$ cat src/rtl/axi_xbar_pkg.sv
// Shared types and constants for the AXI4 crossbar arbiters (read and write side).
// Holds the per-slave arbiter state encoding and the slave port numbering.
// Imported by axi_rd_slave_arbiter and the AW/W/B arbiter.
package axi_xbar_pkg;

  typedef enum logic [1:0] {
    IDLE = 2'd0,
    ADDR = 2'd1,
    DATA = 2'd2
  } arb_state_t;

  localparam int NUM_SLAVES = 8;

  // Slave port numbering used by the address decoder one-hot hit vector.
  localparam int SLV_ROM     = 0;
  localparam int SLV_UART    = 1;
  localparam int SLV_IRQ     = 2;
  localparam int SLV_MTIME   = 3;
  localparam int SLV_RST     = 4;
  localparam int SLV_MMU     = 5;
  localparam int SLV_RAMCTRL = 6;
  localparam int SLV_RAM     = 7;

endpackage

$ cat src/rtl/rr_pick.sv
// Round-robin picker: first set req bit scanning from ptr upward, modulo NUM_MASTERS.
// Purely combinational, zero latency; shared by read- and write-side arbiters.
// Ports: req (request vector), ptr (scan start) -> pick (one-hot), pick_idx (binary), any (|req).
module rr_pick #(
  parameter int NUM_MASTERS = 4,
  parameter int IDX_W       = $clog2(NUM_MASTERS)
) (
  input  logic [NUM_MASTERS-1:0] req,
  input  logic [IDX_W-1:0]       ptr,
  output logic [NUM_MASTERS-1:0] pick,
  output logic [IDX_W-1:0]       pick_idx,
  output logic                   any
);

  // One extra bit so ptr + offset (< 2*NUM_MASTERS) never overflows before the wrap.
  logic [IDX_W:0]   sum;
  logic [IDX_W-1:0] idx;

  always_comb begin
    pick     = '0;
    pick_idx = '0;
    any      = 1'b0;
    sum      = '0;
    idx      = '0;
    for (int i = 0; i < NUM_MASTERS; i++) begin
      sum = {1'b0, ptr} + (IDX_W+1)'(i);
      if (sum >= (IDX_W+1)'(NUM_MASTERS)) begin
        sum = sum - (IDX_W+1)'(NUM_MASTERS);
      end
      idx = sum[IDX_W-1:0];
      if (!any && req[idx]) begin
        any       = 1'b1;
        pick[idx] = 1'b1;
        pick_idx  = idx;
      end
    end
  end

endmodule

$ cat src/rtl/axi_rd_slave_arbiter.sv
// Per-slave AR/R arbiter: round-robin grant held from AR handshake through RLAST, with watchdog.
// Ports: ACLK/ARESETn; req per master; ar_hs, r_last_hs from slave side;
// grant/grant_idx mux select, busy, ar_en (ADDR phase), timeout_err (watchdog release pulse).
module axi_rd_slave_arbiter
  import axi_xbar_pkg::*;
#(
  parameter int NUM_MASTERS    = 4,
  parameter int IDX_W          = $clog2(NUM_MASTERS),
  parameter int TIMEOUT_CYCLES = 256
) (
  input  logic                   ACLK,
  input  logic                   ARESETn,
  input  logic [NUM_MASTERS-1:0] req,
  input  logic                   ar_hs,
  input  logic                   r_last_hs,
  output logic [NUM_MASTERS-1:0] grant,
  output logic [IDX_W-1:0]       grant_idx,
  output logic                   busy,
  output logic                   ar_en,
  output logic                   timeout_err
);

  // A zero timeout disables the watchdog; keep a 1-bit counter so widths stay legal.
  localparam bit             WD_EN   = (TIMEOUT_CYCLES > 0);
  localparam int             WD_W    = WD_EN ? $clog2(TIMEOUT_CYCLES + 1) : 1;
  localparam logic [WD_W-1:0] WD_LAST = WD_W'(WD_EN ? TIMEOUT_CYCLES - 1 : 0);
  localparam logic [WD_W-1:0] WD_MAX  = '1;
  localparam logic [IDX_W-1:0] LAST_IDX = IDX_W'(NUM_MASTERS - 1);

  arb_state_t              state, state_n;
  logic [NUM_MASTERS-1:0]  grant_n;
  logic [IDX_W-1:0]        grant_idx_n;
  logic [IDX_W-1:0]        rr_ptr, rr_ptr_n;
  logic [WD_W-1:0]         wd_cnt, wd_cnt_n;

  logic [NUM_MASTERS-1:0]  pick;
  logic [IDX_W-1:0]        pick_idx;
  logic                    pick_any;

  rr_pick #(
    .NUM_MASTERS (NUM_MASTERS),
    .IDX_W       (IDX_W)
  ) u_rr_pick (
    .req      (req),
    .ptr      (rr_ptr),
    .pick     (pick),
    .pick_idx (pick_idx),
    .any      (pick_any)
  );

  always_ff @(posedge ACLK or negedge ARESETn) begin
    if (!ARESETn) begin
      state     <= IDLE;
      grant     <= '0;
      grant_idx <= '0;
      rr_ptr    <= '0;
      wd_cnt    <= '0;
    end else begin
      state     <= state_n;
      grant     <= grant_n;
      grant_idx <= grant_idx_n;
      rr_ptr    <= rr_ptr_n;
      wd_cnt    <= wd_cnt_n;
    end
  end

  always_comb begin
    state_n     = state;
    grant_n     = grant;
    grant_idx_n = grant_idx;
    rr_ptr_n    = rr_ptr;
    wd_cnt_n    = wd_cnt;
    timeout_err = 1'b0;
    unique case (state)
      IDLE: begin
        // req is only looked at here; the grant is frozen for the rest of the transaction.
        if (pick_any) begin
          state_n     = ADDR;
          grant_n     = pick;
          grant_idx_n = pick_idx;
          rr_ptr_n    = (pick_idx == LAST_IDX) ? '0 : pick_idx + 1'b1;
        end
      end
      ADDR: begin
        // r_last_hs is deliberately not looked at here, even alongside ar_hs.
        if (ar_hs) begin
          state_n  = DATA;
          wd_cnt_n = '0;
        end
      end
      DATA: begin
        if (r_last_hs) begin
          // Normal completion wins over a watchdog expiry in the same cycle.
          state_n     = IDLE;
          grant_n     = '0;
          grant_idx_n = '0;
        end else if (WD_EN && (wd_cnt == WD_LAST)) begin
          // Forced release; rr_ptr is left where the grant put it.
          state_n     = IDLE;
          grant_n     = '0;
          grant_idx_n = '0;
          timeout_err = 1'b1;
        end else if (wd_cnt != WD_MAX) begin
          wd_cnt_n = wd_cnt + 1'b1;
        end
      end
      default: begin
        state_n     = IDLE;
        grant_n     = '0;
        grant_idx_n = '0;
      end
    endcase
  end

  assign busy  = (state != IDLE);
  assign ar_en = (state == ADDR);

endmodule

$ cat config.mk
export PLATFORM = sky130hd
export DESIGN_NAME = axi_rd_slave_arbiter
export DESIGN_NICKNAME = d
export VERILOG_FILES = /design/src/rtl/axi_xbar_pkg.sv /design/src/rtl/rr_pick.sv /design/src/rtl/axi_rd_slave_arbiter.sv
export SDC_FILE = /design/constraint.sdc
export NUM_CORES = 1
export LEC_CHECK = 0
export CORE_MARGIN = 8
export CORE_UTILIZATION = 29
export CTS_BUF_LIST = sky130_fd_sc_hd__clkbuf_4 sky130_fd_sc_hd__clkbuf_8
export DETAILED_ROUTE_END_ITERATION = 10
export HOLD_SLACK_MARGIN = 0.03
export SLEW_MARGIN = 20
export SYNTH_ARGS = -nofsm -noshare
export SYNTH_HDL_FRONTEND = slang
export SYNTH_SLANG_ARGS = --single-unit
$ cat constraint.sdc
create_clock -name ACLK -period 2.5 [get_ports ACLK]
set_input_delay 0.5 -clock ACLK [delete_from_list [all_inputs] [get_ports ACLK]]
set_output_delay 0.5 -clock ACLK [all_outputs]
set_load 0.01 [all_outputs]
==> reports/metrics.cfg, run 1 <==
[status]
status = finished, final reports clean

[worst_hold_path]
hold_depth = 2
hold_class = register to register

[sta]
slew_headroom_pct = 69.4
min_period_ps = 2380
setup-violations-final = 0
fin_hold_ws_ps = 485
finalSetupTns_ps = 0
post-route-period-util_pct = 95.2
rsz0062_at_grt = false
fmaxAchievable_mhz = 420
timing.final.ws_setup_ps = 119
worst_pin_slew_ps = 457
final-max-slew-violation-count = 0
hold_viol_final = 0
clock_skew_ps = 1.71

[yosys]
yosysTopAreaCell = dfrtp_1
syn_area_per_cell_sq_um = 9.69
synth-async-reset-ratio_pct = 100
synthCells = 145
synth_edf_count = 0
yosysMostFrequentCell = dfrtp_1
synth_top_area_share_pct = 33.8
synth.distinct_cells = 43
ys.flop_type = dfrtp_1
synth_seq_area_share_pct = 33.8
synth_seq_cells = 19
yosys_warnings = 0
synth_commonest_cells = 19 x dfrtp_1, 16 x nand2_1, 13 x nor2_1
synth_area_leaders = dfrtp_1 34%, ha_1 9.8%, nand2_1 4.3%
synth_fp_nets = 164
synth.cell_area_sq_um = 1410

[drt]
drt_first_pass_iters = 4
routedWlPerCell_um = 13.2
drt_iter0_drc = 35
postRouteAntennaNets = 0
drc = 0
num_vias = 1142
vias_per_cell = 5.08
routed_wl_mm = 2.98

[pwr]
combPwrFrac_pct = 62.4
p_per_area_nw_per_um2 = 1040
pwr-share-seq_pct = 25.1
peakVddDrop_uv = 319
switching_share_pct = 40.8
p_switching_uw = 729
clock_power_share_pct = 12.4
p_int_mw = 1.06
leakage_nw = 0.758

[worst_setup_path]
r2r_end = wd_cnt[5]$_DFFE_PN0P_
start_kind = register
critical_path_class = register to register
required_ps = 2620
worstPathArrival_ps = 2510
crit_start = wd_cnt[0]$_DFFE_PN0P_
r2r_slack_ps = 120
cp_max_fo = 5
cp-endpoint = wd_cnt[5]$_DFFE_PN0P_
r2r_start = wd_cnt[0]$_DFFE_PN0P_
end_kind = register
rr_worst_depth = 9

[clock_network]
cts_root_buffer = clkbuf_8
clock_latency_ps = 250
clk_pin_slew_ps = 70
cts_hold_buf = 0
clockBufferDepth = 2
numCtsBuffers = 3
cts_tree = done
h-tree-depth = 1
cts.sinks = 19

[finish]
syn_to_final_growth_pct = 22.8
antenna_cells = 0
n_fill_cell = 492
layout.nets = 191
drive_gt1_share_pct = 18.7
multiInputGateArea_sq_um = 873
register_area_sq_um = 475

[die]
fp.dieW_um = 85.6
core_area_sq_um = 4690
pin_count = 17
start_util_pct = 29.9
row_count = 25
dieArea_sq_um = 7330
die_h_um = 85.6

[global_route]
grt-ovfl-total = 0
grt_pass1_vias = 1159
grt.total_usage_pct = 8.78
grt_max_degree = 20
grt_pass1_wl_mm = 5.36
antenna_found_initial = 0

[placement]
dp_slack_ps = 81.5
dp_hpwl_mm = 2.32
place.port_buffers = 16
gp_congestion = 0.776

[run]
maxCapViolCount = 0

## metrics by stage
step	power, mW	instance area [sq um]	utilization, %	instances
after global placement	1.57	1660	35.5	220
after CTS	1.80	1710	36.5	224
final	1.79	1730	36.8	225
after global routing	1.96	1730	36.8	225
after floorplan	1.24	1410	-	145
after detailed placement	1.57	1660	35.5	220
## placed cells by master (no fill, tap or decap), types with 2 or more instances in the layout
master / synthesis / routed
nor2_1: 13 / 13
nor3b_1: 3 / 3
a22o_2: 4 / 4
a21oi_1: 5 / 5
mux2i_1: 5 / 5
clkdlybuf4s50_1: 0 / 15
or3_1: 2 / 2
o211ai_1: 2 / 2
o21ai_0: 2 / 2
mux2_2: 2 / 2
nand2_1: 16 / 16
inv_1: 5 / 5
nand3_1: 4 / 4
dfrtp_1: 19 / 19
clkbuf_8: 0 / 3
xnor2_1: 3 / 3
xor2_1: 2 / 2
and2_1: 4 / 4
o21ai_1: 4 / 4
nor3_2: 1 / 2
nand3b_1: 2 / 2
a221oi_1: 5 / 5
nor3_1: 5 / 4
ha_1: 11 / 11
mux4_2: 2 / 2
buf_4: 0 / 11
## repair_timing
item / 4_1_cts / 5_1_grt
endpoints found under the setup margin: 1 / 3
resized for setup: 1 / 2
buffers inserted: 0 / 1
## cells by family (layout without fill, tap and decap cells)
logic type,Yosys count,after routing,synth area share (%)
XOR/XNOR,5,5,3.12
adder cells (fa/ha/maj),11,11,9.80
multiplexers,9,9,8.37
buffers and inverters,10,36,4.45
AO/OA/AOI/OAI,32,32,17.6
flip-flops,19,19,33.8
AND/OR/NAND/NOR,59,59,22.8
## registers in the layout, indices dropped and copies added, names as in the netlist
name and flops:
grant_idx 2, rr_ptr 2, state 2, grant 4, wd_cnt 9
## cell type report
class	instances	area share [%]
Multi-Input combinational cell	116	50.6
Clock buffer	4	2.83
Inverter	5	1.09
Sequential cell	19	27.6
Timing Repair Buffer	27	14.0
Tap cell	54	3.92
## worst max-delay path: stages, from the launching register on
cell and delay [ps]:
dfrtp_1 400, ha_1 230, nand3_1 90, nor2_1 60, ha_1 210, or4b_4 570
o21a_2 250, nor3_1 240, xnor2_1 150, nor2_1 50
## power by group through the flow
stage                     Clock (mW)  Sequential (mW)  Combinational (mW)
after CTS                      0.233            0.452                1.12
final                          0.222            0.449                1.11
after floorplan                    0            0.482               0.760
after global placement             0            0.456                1.11
after global routing           0.248            0.466                1.24
after detailed placement           0            0.457                1.11
## metal layers
layer	wire length, um	vias to the layer above	share of wire, %	global-route usage, %
li1	-	579	-	-
met1	1470	546	49	11.2
met2	1360	15	46	14.0
met3	124	2	4.2	2.29
met4	27	0	0.91	2.87
met5	0	-	0	0
## worst min path at each step
stage | slack, ps | start | end
floorplan | 200 | ARESETn | grant[0]$_DFFE_PN0P_
global route | 520 | grant_idx[0]$_DFFE_PN0P_ | grant_idx[0]$_DFFE_PN0P_
global placement | 480 | grant[2]$_DFFE_PN0P_ | grant[2]$_DFFE_PN0P_
finish | 490 | grant[1]$_DFFE_PN0P_ | grant[1]$_DFFE_PN0P_
detailed placement | 480 | grant[0]$_DFFE_PN0P_ | grant[0]$_DFFE_PN0P_
CTS | 490 | grant[0]$_DFFE_PN0P_ | grant[0]$_DFFE_PN0P_
Power figures use the tool's default switching activity.
==> inputs of run 2 (changes only) <==
--- a/config.mk
+++ b/config.mk
@@ -14,3 +14,4 @@
 export SYNTH_ARGS = -nofsm -noshare
 export SYNTH_HDL_FRONTEND = slang
 export SYNTH_SLANG_ARGS = --single-unit
+export TNS_END_PERCENT = 20
==> constraint.sdc (replaced) <==
create_clock -name ACLK -period 2.6 [get_ports ACLK]
set_input_delay 0.52 -clock ACLK [delete_from_list [all_inputs] [get_ports ACLK]]
set_output_delay 0.52 -clock ACLK [all_outputs]
set_load 0.01 [all_outputs]
==> run 2 against run 1 <==
Register-to-register slack improved by 95 ps; setup slack gained 95 ps; sequential power shrank 3%; sequential cell count is the same; die area stayed put; critical path type unchanged; largest power group unchanged.
==> reports/metrics.cfg, run 2 (synthesized netlist as in run 1, its figures left out) <==
[sta]
clock_skew_ps = 1.32
rsz0062_at_grt = false
fin_hold_ws_ps = 491
final-max-slew-violation-count = 0
finalSetupTns_ps = 0
worst_pin_slew_ps = 394
min_period_ps = 2390
post-route-period-util_pct = 91.7
slew_headroom_pct = 73.0
setup-violations-final = 0
hold_viol_final = 0
fmaxAchievable_mhz = 419

[pwr]
peakVddDrop_uv = 391
power_mw = 1.70
leakage_nw = 0.738
p_per_area_nw_per_um2 = 1000

[worst_setup_path]
path_buf_inv = 0
cp_max_fo = 5
cpMostUsedCell = ha_1
crit_start = wd_cnt[0]$_DFFE_PN0P_
end_kind = register
required_ps = 2780
start_kind = register
critical_path_class = register to register
cp.depth = 8
r2r_slack_ps = 210
crit_path_max_incr_delay_ps = 560
worstPathArrival_ps = 2560
rr_worst_depth = 8
cp-endpoint = wd_cnt[3]$_DFFE_PN0P_
slowest_stage = or4b_4
critPathTopFamily = simple AND/OR/NAND/NOR gates
cp_cell_sequence = ha_1, nand3_1, nor2_1, ha_1, or4b_4, o21a_1, or3_1, a21oi_1
r2r_end = wd_cnt[3]$_DFFE_PN0P_
r2r_start = wd_cnt[0]$_DFFE_PN0P_

[die]
fp.dieW_um = 85.6
dieArea_sq_um = 7330
pin_count = 17
core_area_sq_um = 4690
die_h_um = 85.6
start_util_pct = 29.9
row_count = 25

[clock_network]
cts_hold_buf = 0
clk_pin_slew_ps = 70
h-tree-depth = 1
cts_setup_buffers = 0
cts_tree = done
cts_root_buffer = clkbuf_8
cts.sinks = 19
clockBufferDepth = 2
clock_latency_ps = 250
numCtsBuffers = 3

[placement]
dp_hpwl_mm = 2.33
dpl_cell_area_sq_um = 1640
place.port_buffers = 16
gp_congestion = 0.845

[global_route]
grt_pass1_vias = 1121
grt_max_degree = 20
grt_pass1_wl_mm = 5.24
grt.total_usage_pct = 8.65
antenna_found_initial = 0
grt-ovfl-total = 0

[drt]
drc = 0
drt_first_pass_iters = 4
num_vias = 1156
vias_per_cell = 5.23
postRouteAntennaNets = 0
routed_wl_mm = 2.96
drt_iter0_drc = 41
routedWlPerCell_um = 13.4

[finish]
design_area_sq_um = 1690
drive_gt1_share_pct = 15.6
top_register = wd_cnt
antenna_cells = 0
most-common-layout-cells = 19 x dfrtp_1, 16 x nand2_1, 15 x clkdlybuf4s50_1
layout.nets = 187
top_regs = wd_cnt x9, grant x4
final_common_cell = dfrtp_1
largest_reg_flops = 9
syn_to_final_growth_pct = 20.2

[status]
status = finished, final reports clean

[worst_hold_path]
hold_class = register to register
hold_depth = 2

[run]
maxCapViolCount = 0

==> run 2: power by group <==
group	internal, mW	total (mW)	switching (mW)
Clock	0.119	0.215	0.0956
Combinational	0.503	1.05	0.544
Sequential	0.374	0.435	0.0605
==> run 2: cell type report <==
type | count | area [sq um]
Clock buffer | 4 | 48.8
Multi-Input combinational cell | 116 | 867
Inverter | 5 | 18.8
Fill cell | 475 | 3000
Timing Repair Buffer | 23 | 211
Tap cell | 54 | 67.6
Sequential cell | 19 | 475
==> run 2: stage by stage <==
stage	util, %	setup slack (ps)	std cells
3_5_place_dp	35.0	101	217
6_report	36.0	215	221
2_1_floorplan	-	370	145
4_1_cts	36.0	208	221
3_3_place_gp	35.0	149	217
5_1_grt	36.0	31.9	221
==> run 2: worst min path at each step <==
stage                                     endpoint                startpoint
after floorplan               grant[0]$_DFFE_PN0P_                   ARESETn
after global placement        grant[1]$_DFFE_PN0P_      grant[1]$_DFFE_PN0P_
after detailed placement      grant[0]$_DFFE_PN0P_      grant[0]$_DFFE_PN0P_
after CTS                     grant[0]$_DFFE_PN0P_      grant[0]$_DFFE_PN0P_
after global routing      grant_idx[0]$_DFFE_PN0P_  grant_idx[0]$_DFFE_PN0P_
final                         grant[3]$_DFFE_PN0P_      grant[3]$_DFFE_PN0P_
==> run 2: worst min-delay path: stages (launching register included) <==
cell and delay [ps]:
dfrtp_1 350, nand2_1 50, o21ai_1 60
==> run 2: routing by layer <==
metal	share of wire (%)	GRT usage [%]
met5	0	0
met4	0.91	2.39
met3	5.3	2.77
met2	47	14.3
met1	47	10.5
==> run 2: repair_timing <==
item	4_1_cts	5_1_grt
setup endpoints to repair	1	0
hold endpoints to repair	0	0
resized for setup	1	0
